--- src/rtl/vga_timing_gen.sv ---
// Parametrised VGA raster timing generator: pixel-clock divider, h/v counters,
// sync decode and colour gating, with syncs and colour aligned one pixel tick late.
module vga_timing_gen #(
  parameter int unsigned H_ACTIVE = 640,
  parameter int unsigned H_FP     = 16,
  parameter int unsigned H_SYNC   = 96,
  parameter int unsigned H_BP     = 48,
  parameter int unsigned V_ACTIVE = 480,
  parameter int unsigned V_FP     = 10,
  parameter int unsigned V_SYNC   = 2,
  parameter int unsigned V_BP     = 33,
  parameter bit          HS_POL   = 1'b0,
  parameter bit          VS_POL   = 1'b0,
  parameter int unsigned CLK_DIV  = 2,
  parameter int unsigned RGB_W    = 3
) (
  input  logic             clk,
  input  logic             rst,
  input  logic             en,
  input  logic [RGB_W-1:0] rgb_in,
  output logic [10:0]      pixel_x,
  output logic [10:0]      pixel_y,
  output logic             video_on,
  output logic             pix_tick,
  output logic             frame_start,
  output logic             hsync,
  output logic             vsync,
  output logic [RGB_W-1:0] rgb_out
);

  localparam int unsigned CNT_W    = 11;
  localparam int unsigned H_TOTAL  = H_ACTIVE + H_FP + H_SYNC + H_BP;
  localparam int unsigned V_TOTAL  = V_ACTIVE + V_FP + V_SYNC + V_BP;
  localparam int unsigned HS_START = H_ACTIVE + H_FP;
  localparam int unsigned HS_END   = HS_START + H_SYNC - 1;
  localparam int unsigned VS_START = V_ACTIVE + V_FP;
  localparam int unsigned VS_END   = VS_START + V_SYNC - 1;
  localparam int unsigned DIV_W    = (CLK_DIV > 1) ? $clog2(CLK_DIV) : 1;

  logic [DIV_W-1:0] div_cnt;
  logic [CNT_W-1:0] h_cnt;
  logic [CNT_W-1:0] v_cnt;
  // Low until the first tick after enable/reset; that tick issues (0,0) as a new frame.
  logic             started;

  logic             tick_c;
  logic             h_wrap_c;
  logic             v_wrap_c;
  logic [CNT_W-1:0] h_nxt_c;
  logic [CNT_W-1:0] v_nxt_c;
  logic             hs_act_c;
  logic             vs_act_c;

  assign pixel_x = h_cnt;
  assign pixel_y = v_cnt;

  // Next raster position and sync decode of the current (pre-advance) position.
  always_comb begin
    tick_c   = (div_cnt == DIV_W'(CLK_DIV - 1));
    h_wrap_c = (h_cnt == CNT_W'(H_TOTAL - 1));
    v_wrap_c = (v_cnt == CNT_W'(V_TOTAL - 1));
    h_nxt_c  = h_cnt;
    v_nxt_c  = v_cnt;
    if (started) begin
      if (h_wrap_c) begin
        h_nxt_c = '0;
        v_nxt_c = v_wrap_c ? '0 : v_cnt + CNT_W'(1);
      end else begin
        h_nxt_c = h_cnt + CNT_W'(1);
      end
    end
    hs_act_c = started && (h_cnt >= CNT_W'(HS_START)) && (h_cnt <= CNT_W'(HS_END));
    vs_act_c = started && (v_cnt >= CNT_W'(VS_START)) && (v_cnt <= CNT_W'(VS_END));
  end

  // Divider, raster counters and the one-tick-late output stage.
  always_ff @(posedge clk or negedge rst) begin
    if (!rst) begin
      div_cnt     <= '0;
      h_cnt       <= '0;
      v_cnt       <= '0;
      started     <= 1'b0;
      video_on    <= 1'b0;
      pix_tick    <= 1'b0;
      frame_start <= 1'b0;
      hsync       <= !HS_POL;
      vsync       <= !VS_POL;
      rgb_out     <= '0;
    end else if (!en) begin
      div_cnt     <= '0;
      h_cnt       <= '0;
      v_cnt       <= '0;
      started     <= 1'b0;
      video_on    <= 1'b0;
      pix_tick    <= 1'b0;
      frame_start <= 1'b0;
      hsync       <= !HS_POL;
      vsync       <= !VS_POL;
      rgb_out     <= '0;
    end else begin
      pix_tick    <= tick_c;
      frame_start <= 1'b0;
      if (tick_c) begin
        div_cnt     <= '0;
        started     <= 1'b1;
        h_cnt       <= h_nxt_c;
        v_cnt       <= v_nxt_c;
        video_on    <= (h_nxt_c < CNT_W'(H_ACTIVE)) && (v_nxt_c < CNT_W'(V_ACTIVE));
        frame_start <= !started || (h_wrap_c && v_wrap_c);
        rgb_out     <= video_on ? rgb_in : '0;
        hsync       <= hs_act_c ? HS_POL : !HS_POL;
        vsync       <= vs_act_c ? VS_POL : !VS_POL;
      end else begin
        div_cnt <= div_cnt + DIV_W'(1);
      end
    end
  end

endmodule

--- config.mk ---
export PLATFORM = sky130hd
export DESIGN_NAME = vga_timing_gen
export DESIGN_NICKNAME = d
export VERILOG_FILES = /design/src/rtl/vga_timing_gen.sv
export SDC_FILE = /design/constraint.sdc
export NUM_CORES = 1
export LEC_CHECK = 0
export ABC_CLOCK_PERIOD_IN_PS = 2400
export CAP_MARGIN = 10
export CORE_MARGIN = 5
export CORE_UTILIZATION = 45
export DETAILED_ROUTE_END_ITERATION = 10
export GPL_ROUTABILITY_DRIVEN = 0
export PLACE_DENSITY = 0.73
export SLEW_MARGIN = 0
export SYNTH_ARGS = -nofsm -noshare
export SYNTH_HDL_FRONTEND = slang
export SYNTH_SLANG_ARGS = --single-unit
--- constraint.sdc ---
create_clock -name clk -period 2.4 [get_ports clk]
set_clock_uncertainty 0.2 [all_clocks]
set_input_delay 0.24 -clock clk [delete_from_list [all_inputs] [get_ports clk]]
set_output_delay 0.24 -clock clk [all_outputs]
set_load 0.02 [all_outputs]
==> impl_metrics.ini, run 1 <==
[outcome]
status = finished, final reports clean

[finish]
instances_no_fill = 328
fin_nets = 286
fin_util_pct = 60.09
areaGrowthSynthToFinish_pct = 31.45
drive_gt1_share_pct = 13.41
antenna_cells = 0
fin_area_sq_mm = 0.002562

[synth]
ys_seq_area_share_pct = 41.21
postSynth.asyncResetShare_pct = 100.0
synth_area_per_cell_sq_um = 8.664
yosysTopAreaCellShare_pct = 38.51
synth_commonest_cells = 30 x dfrtp_1, 24 x nor2_1, 23 x nand2_1
synth_area_leaders = dfrtp_1 39%, nand3_1 4.6%, nor2_1 4.6%, nand2_1 4.4%, xor2_1 4.0%
synth_cell_types = 50
synthFlopType = dfrtp_1
syn_nets = 236
yosysTopAreaCell = dfrtp_1
synth_area_sq_mm = 0.001949
netlist_instances = 225
yosys.cell_count.top_type = dfrtp_1
yosys_warnings = 0
synth_edf_count = 0
synth-seq-cells = 32

[power_and_ir_drop]
power_density_mw_per_mm2 = 451.9
total_power_mw = 1.158
p_leak_nw = 1.000
ir_drop_mv = 0.2571

[worst_setup_path]
path_class = reg -> reg
critPathLaunchType = flip-flop
critical_path_buf_inv_count = 0
cp_slowest_cell = or4_4
cp-end-kind = flip-flop
crit_family = simple AND/OR/NAND/NOR gates
r2r-start = pixel_x[7]
cp_cell_sequence = or4_4, or3_4, nor3_4, mux2i_1, nor3_2, o31ai_1
crit_fanout = 3
arrival_ps = 2340
cp-startpoint = pixel_x[7]
slowest_delay_ps = 550
cp.required_ps = 2400

[clock_network]
post_cts_resized = 0
cts_tree = yes
clockBufferDepth = 2
cts-htree-levels = 2
clk_pin_slew_ps = 70
clock_sinks = 32
root_buffer = clkbuf_8
post-cts-setup-buffers = 0
cts_buffers = 5
clock_latency_ps = 290

[routing]
viasPerCell = 5.716
drt_pass1_iterations = 4
drc = 0
via_count = 1875
wirelength_mm = 5.040
routedWlPerCell_um = 15.37
ant_nets = 0
drt_iter0_drc = 151

[floorplan]
io_pins = 36
fp.coreArea_sq_mm = 0.004264
die_h_um = 75.82
rows = 24
die_area_sq_mm = 0.005748
dieWidth_um = 75.82
initial_utilization_pct = 45.72

[placed_design]
dp_cells = 320
place_area_sq_mm = 0.002455
numPortBuffers = 35
post-dp-hpwl_mm = 3.682

[sta]
fin_setup_tns_ps = 0
max_freq_mhz = 426.0
slew_viol_final = 0
slew_headroom_pct = 72.55
tightestPinTransition_ps = 411.7
hold_viol_final = 0
grt_setup_unrepaired = yes
timing.final.crit_period_ps = 2347
period_share_pct = 97.80
finalSetupViolCount = 0

[global_routing]
antenna_found_initial = 0
grt.total_usage_pct = 19.29
grt_pass1_vias = 1795
grt_start_max_net_pins = 33
overflow = 0
grt_pass1_wl_mm = 8.411

[run]
maxCapViolations = 0

[min_path]
hp-class = in -> async
==> layer usage <==
metal / vias up / routed length, um / GRT usage [%]
li1: 898 / - / -
met1: 899 / 2223 / 25.47
met2: 64 / 2408 / 30.51
met3: 14 / 310 / 3.562
met4: 0 / 97 / 8.932
met5: - / 0 / 0
==> final timing paths <==
path	endpoint	slack, ps	cells past startpoint
worst max-delay path	video_on	50	6
worst min-delay path	pixel_x[3]	140	2
worst max register to register	video_on	50	6
worst min register to register	rgb_out[0]	340	2
max in group asynchronous	hsync	1510	2
min in group clk	rgb_out[0]	330	3
==> layout make-up <==
cell class              instances  area [sq um]
repair buffers                 52         478.0
inverters                       8         30.03
fillers                       382          1702
flip-flops and latches         32         805.8
multi-input cells             176          1076
clock buffers                   6         72.57
clock inverters                 2         35.03
well taps                      52         65.06
==> power by group <==
group | internal, mW | switching, mW | total [mW]
registers | 0.548 | 0.00951 | 0.558
logic | 0.0363 | 0.0562 | 0.0926
clock network | 0.308 | 0.200 | 0.507
==> logic make-up after synthesis <==
group	share of synthesized area, %
xor+xnor	5.392
fa+ha+maj	3.209
mux	0.5135
buf+inv	3.594
flops	41.21
compound gates	13.48
simple gates	32.61
==> what timing repair did <==
action / CTS / global route
hold buffers: 0 / 0
pin swaps: 1 / 0
endpoints found under the hold margin: 0 / 0
setup endpoints to repair: 1 / 1
cloned: 0 / 0
==> flip-flops by register name, indices dropped and copies added (netlist names) <==
register and count:
pix_tick 1, vsync 1, pixel_y 11, rgb_out 3
hsync 1, video_on 1, div_cnt 1, started 1
pixel_x 11, frame_start 1
==> metrics by stage <==
| step | hold WS, ps | setup WS, ps |
|---|---|---|
| after floorplan | -255.6 | 5.028 |
| after global placement | 316.1 | 75.09 |
| after detailed placement | 337.1 | 22.43 |
| after CTS | 152.1 | 47.62 |
| after global routing | 196.0 | -29.27 |
| final | 139.1 | 52.83 |
==> cell usage in the layout (no fill, tap or decap), types with 2 or more instances in the layout <==
cell type         n
clkbuf_8          5
nor2b_1           4
o31ai_1           3
xor2_1            9
dfrtp_1          28
inv_1             7
nor2_1           24
xnor2_1           3
or3_1             3
dfstp_2           2
ha_1              5
nand3_1          18
nor3_1           11
nand4_1           5
nand4b_1          2
buf_4            17
a21oi_1          14
a31oi_1           5
o21ai_0          13
nand2b_1          4
nand3b_1          4
dfrtp_2           2
nor3_2            2
clkdlybuf4s50_1  35
nor4_1            2
nand2_1          23
Note: power is estimated with default switching activity, not from simulation.
==> inputs of run 2 (changes only) <==
Settings changed: CAP_MARGIN 10 to 20, SLEW_MARGIN 0 to unset.
==> results of run 2 <==
Final layout, timing and power as in run 1 (identical DEF).
==> inputs of run 3 (changes only) <==
Settings changed: ABC_AREA set to 1.
==> impl_metrics.ini, run 3 <==
[outcome]
status = finished, final reports clean

[global_routing]
grt_pass1_wl_mm = 7.872
gr-usage-met1_pct = 25.06
antenna_found_initial = 0
use_met2_pct = 27.27
grt.total_usage_pct = 18.72
met3_usage_pct = 6.542
grt_start_max_net_pins = 33
top_usage_layer = met2
grt_pass1_vias = 1707
overflow = 0

[worst_setup_path]
cp-end-kind = flip-flop
crit_fanout = 6
cp.required_ps = 2390
path_class = reg -> reg
cp-startpoint = pixel_y[1]
critPathLaunchType = flip-flop
arrival_ps = 2040
r2r-start = pixel_y[1]

[sta]
hold_viol_final = 0
slew_viol_final = 0
tightestPinTransition_ps = 417.8
max_freq_mhz = 486.1
finalSetupViolCount = 0
worst_slack_ps = 342.6
grt_setup_unrepaired = no
slew_headroom_pct = 72.12
timing.final.crit_period_ps = 2057
period_share_pct = 85.72
fin_setup_tns_ps = 0

[clock_network]
post_cts_resized = 0
clock_sinks = 32
clk_pin_slew_ps = 70
cts-htree-levels = 2
postCtsHoldBufs = 0
cts_tree = yes
root_buffer = clkbuf_8
post-cts-setup-buffers = 0
clockBufferDepth = 2
clock_latency_ps = 290
cts_buffers = 5

[synth]
synth_area_sq_mm = 0.001901
synth_cell_types = 33
synthFlopType = dfrtp_1
yosysTopAreaCellShare_pct = 39.50
postSynth.asyncResetShare_pct = 100.0
yosys_warnings = 0
netlist_instances = 249
synth_area_per_cell_sq_um = 7.633
syn_nets = 260
synth_commonest_cells = 59 x nand2_1, 31 x inv_1, 30 x dfrtp_1
synth_area_leaders = dfrtp_1 39%, nand2_1 12%, inv_1 6.1%, nor2_1 5.3%, nand3_1 5.0%
yosysTopAreaCell = dfrtp_1
yosys.cell_count.top_type = nand2_1
synth-seq-cells = 32
ys_seq_area_share_pct = 42.26
synth_edf_count = 0

[finish]
antenna_cells = 0
final_cell_mix = 59 x nand2_1, 35 x clkdlybuf4s50_1, 31 x inv_1
drive_gt1_share_pct = 11.00
final_common_cell = nand2_1
fin_nets = 301
fin_util_pct = 59.30
fin_area_sq_mm = 0.002406
areaGrowthSynthToFinish_pct = 26.60

[routing]
viasPerCell = 5.343
wirelength_mm = 4.714
ant_nets = 0
via_count = 1822
drt_pass1_iterations = 4
drc = 0
drt_iter0_drc = 178
routedWlPerCell_um = 13.82

[placed_design]
numPortBuffers = 35
post-dp-hpwl_mm = 3.571
pre_cts_ws_ps = 377.1
place_area_sq_mm = 0.002313

[floorplan]
fp.coreArea_sq_mm = 0.004058
io_pins = 36
die_h_um = 74.99
die_area_sq_mm = 0.005624
dieWidth_um = 74.99
initial_utilization_pct = 46.84
rows = 23

[min_path]
hp-class = in -> async

[power_and_ir_drop]
swShare_pct = 26.21
total_power_mw = 1.102
p_leak_nw = 1.038
power_frac_clock_pct = 40.3
power_density_mw_per_mm2 = 458.1
ir_drop_mv = 0.2798
internal-power_mw = 0.8134
combinationalPowerShare_pct = 9.0
power_switching_mw = 0.2889
p_seq_share_pct = 50.7

[run]
maxCapViolations = 0
[run 3: cell types whose count changed after synthesis, sizes merged, moves of 4 or more]
cell / previous run / this run
nand2: 23 / 61
inv: 7 / 34
nor2: 24 / 34
a21oi: 14 / 5
nor3: 14 / 7
o22ai: 1 / 8
a31oi: 5 / 0
clkbuf: 6 / 1
xor2: 9 / 4
nand2b: 4 / 0
nand3b: 4 / 0
nor2b: 4 / 0
or3: 4 / 0
[run 3: area by class of cell]
cell class | instances | area, sq um
inverter | 34 | 127.6
timing repair buffer | 39 | 380.4
fill | 356 | 1652
multi-input combinational | 178 | 939.7
sequential | 32 | 803.3
tap | 50 | 62.56
clock inverter | 2 | 10.01
clock buffer | 6 | 82.58
[run 3: power by group through the flow]
stage	logic (mW)	clock network, mW	registers, mW
floorplan	0.0451	0	0.576
global placement	0.0994	0	0.569
detailed placement	0.100	0	0.569
CTS	0.101	0.453	0.559
global route	0.112	0.482	0.560
finish	0.0990	0.444	0.559
[run 3: layer usage]
| layer | up-vias | wire length (um) |
|---|---|---|
| met2 | 67 | 2139 |
| li1 | 905 | - |
| met4 | 0 | 85 |
| met1 | 839 | 2095 |
| met3 | 11 | 394 |
| met5 | - | 0 |
[run 3: critical path, cell delays in order, from the launching register on]
cell and delay [ps]:
dfrtp_1 420, ha_1 220, nand2_1 110, nor2_1 190
nand2_1 100, nor2_2 200, nand3_1 90, nand2_1 60
nand2_1 60, nor2_1 100, nand2_1 60, nand2_1 70
nand2_1 50
[run 3: kinds of logic (layout without fill, tap and decap cells)]
family | after synthesis | count (layout) | synth area share [%]
AND/OR/NAND/NOR | 133 | 133 | 31.73
buffers and inverters | 39 | 81 | 8.294
AO/OA/AOI/OAI | 36 | 36 | 12.58
flip-flops | 32 | 32 | 42.26
adder cells (fa/ha/maj) | 5 | 5 | 3.292
XOR/XNOR | 4 | 4 | 1.843
[run 3: path summary, 6_finish.rpt]
check                        endpoint  slack [ps]  cells past startpoint
setup / recovery             video_on         340                     12
hold / removal             pixel_y[8]         140                      2
setup reg to reg             video_on         340                     12
hold reg to reg            rgb_out[2]         290                      1
max in group asynchronous       vsync        1530                      2
min in group clk           rgb_out[2]         290                      1
[run 3: stage by stage]
| stage | instances | hold slack [ps] |
|---|---|---|
| after floorplan | 249 | -255.6 |
| after global placement | 333 | 273.2 |
| after detailed placement | 333 | 280.8 |
| after CTS | 341 | 162.4 |
| after global routing | 341 | 186.5 |
| final | 341 | 141.3 |
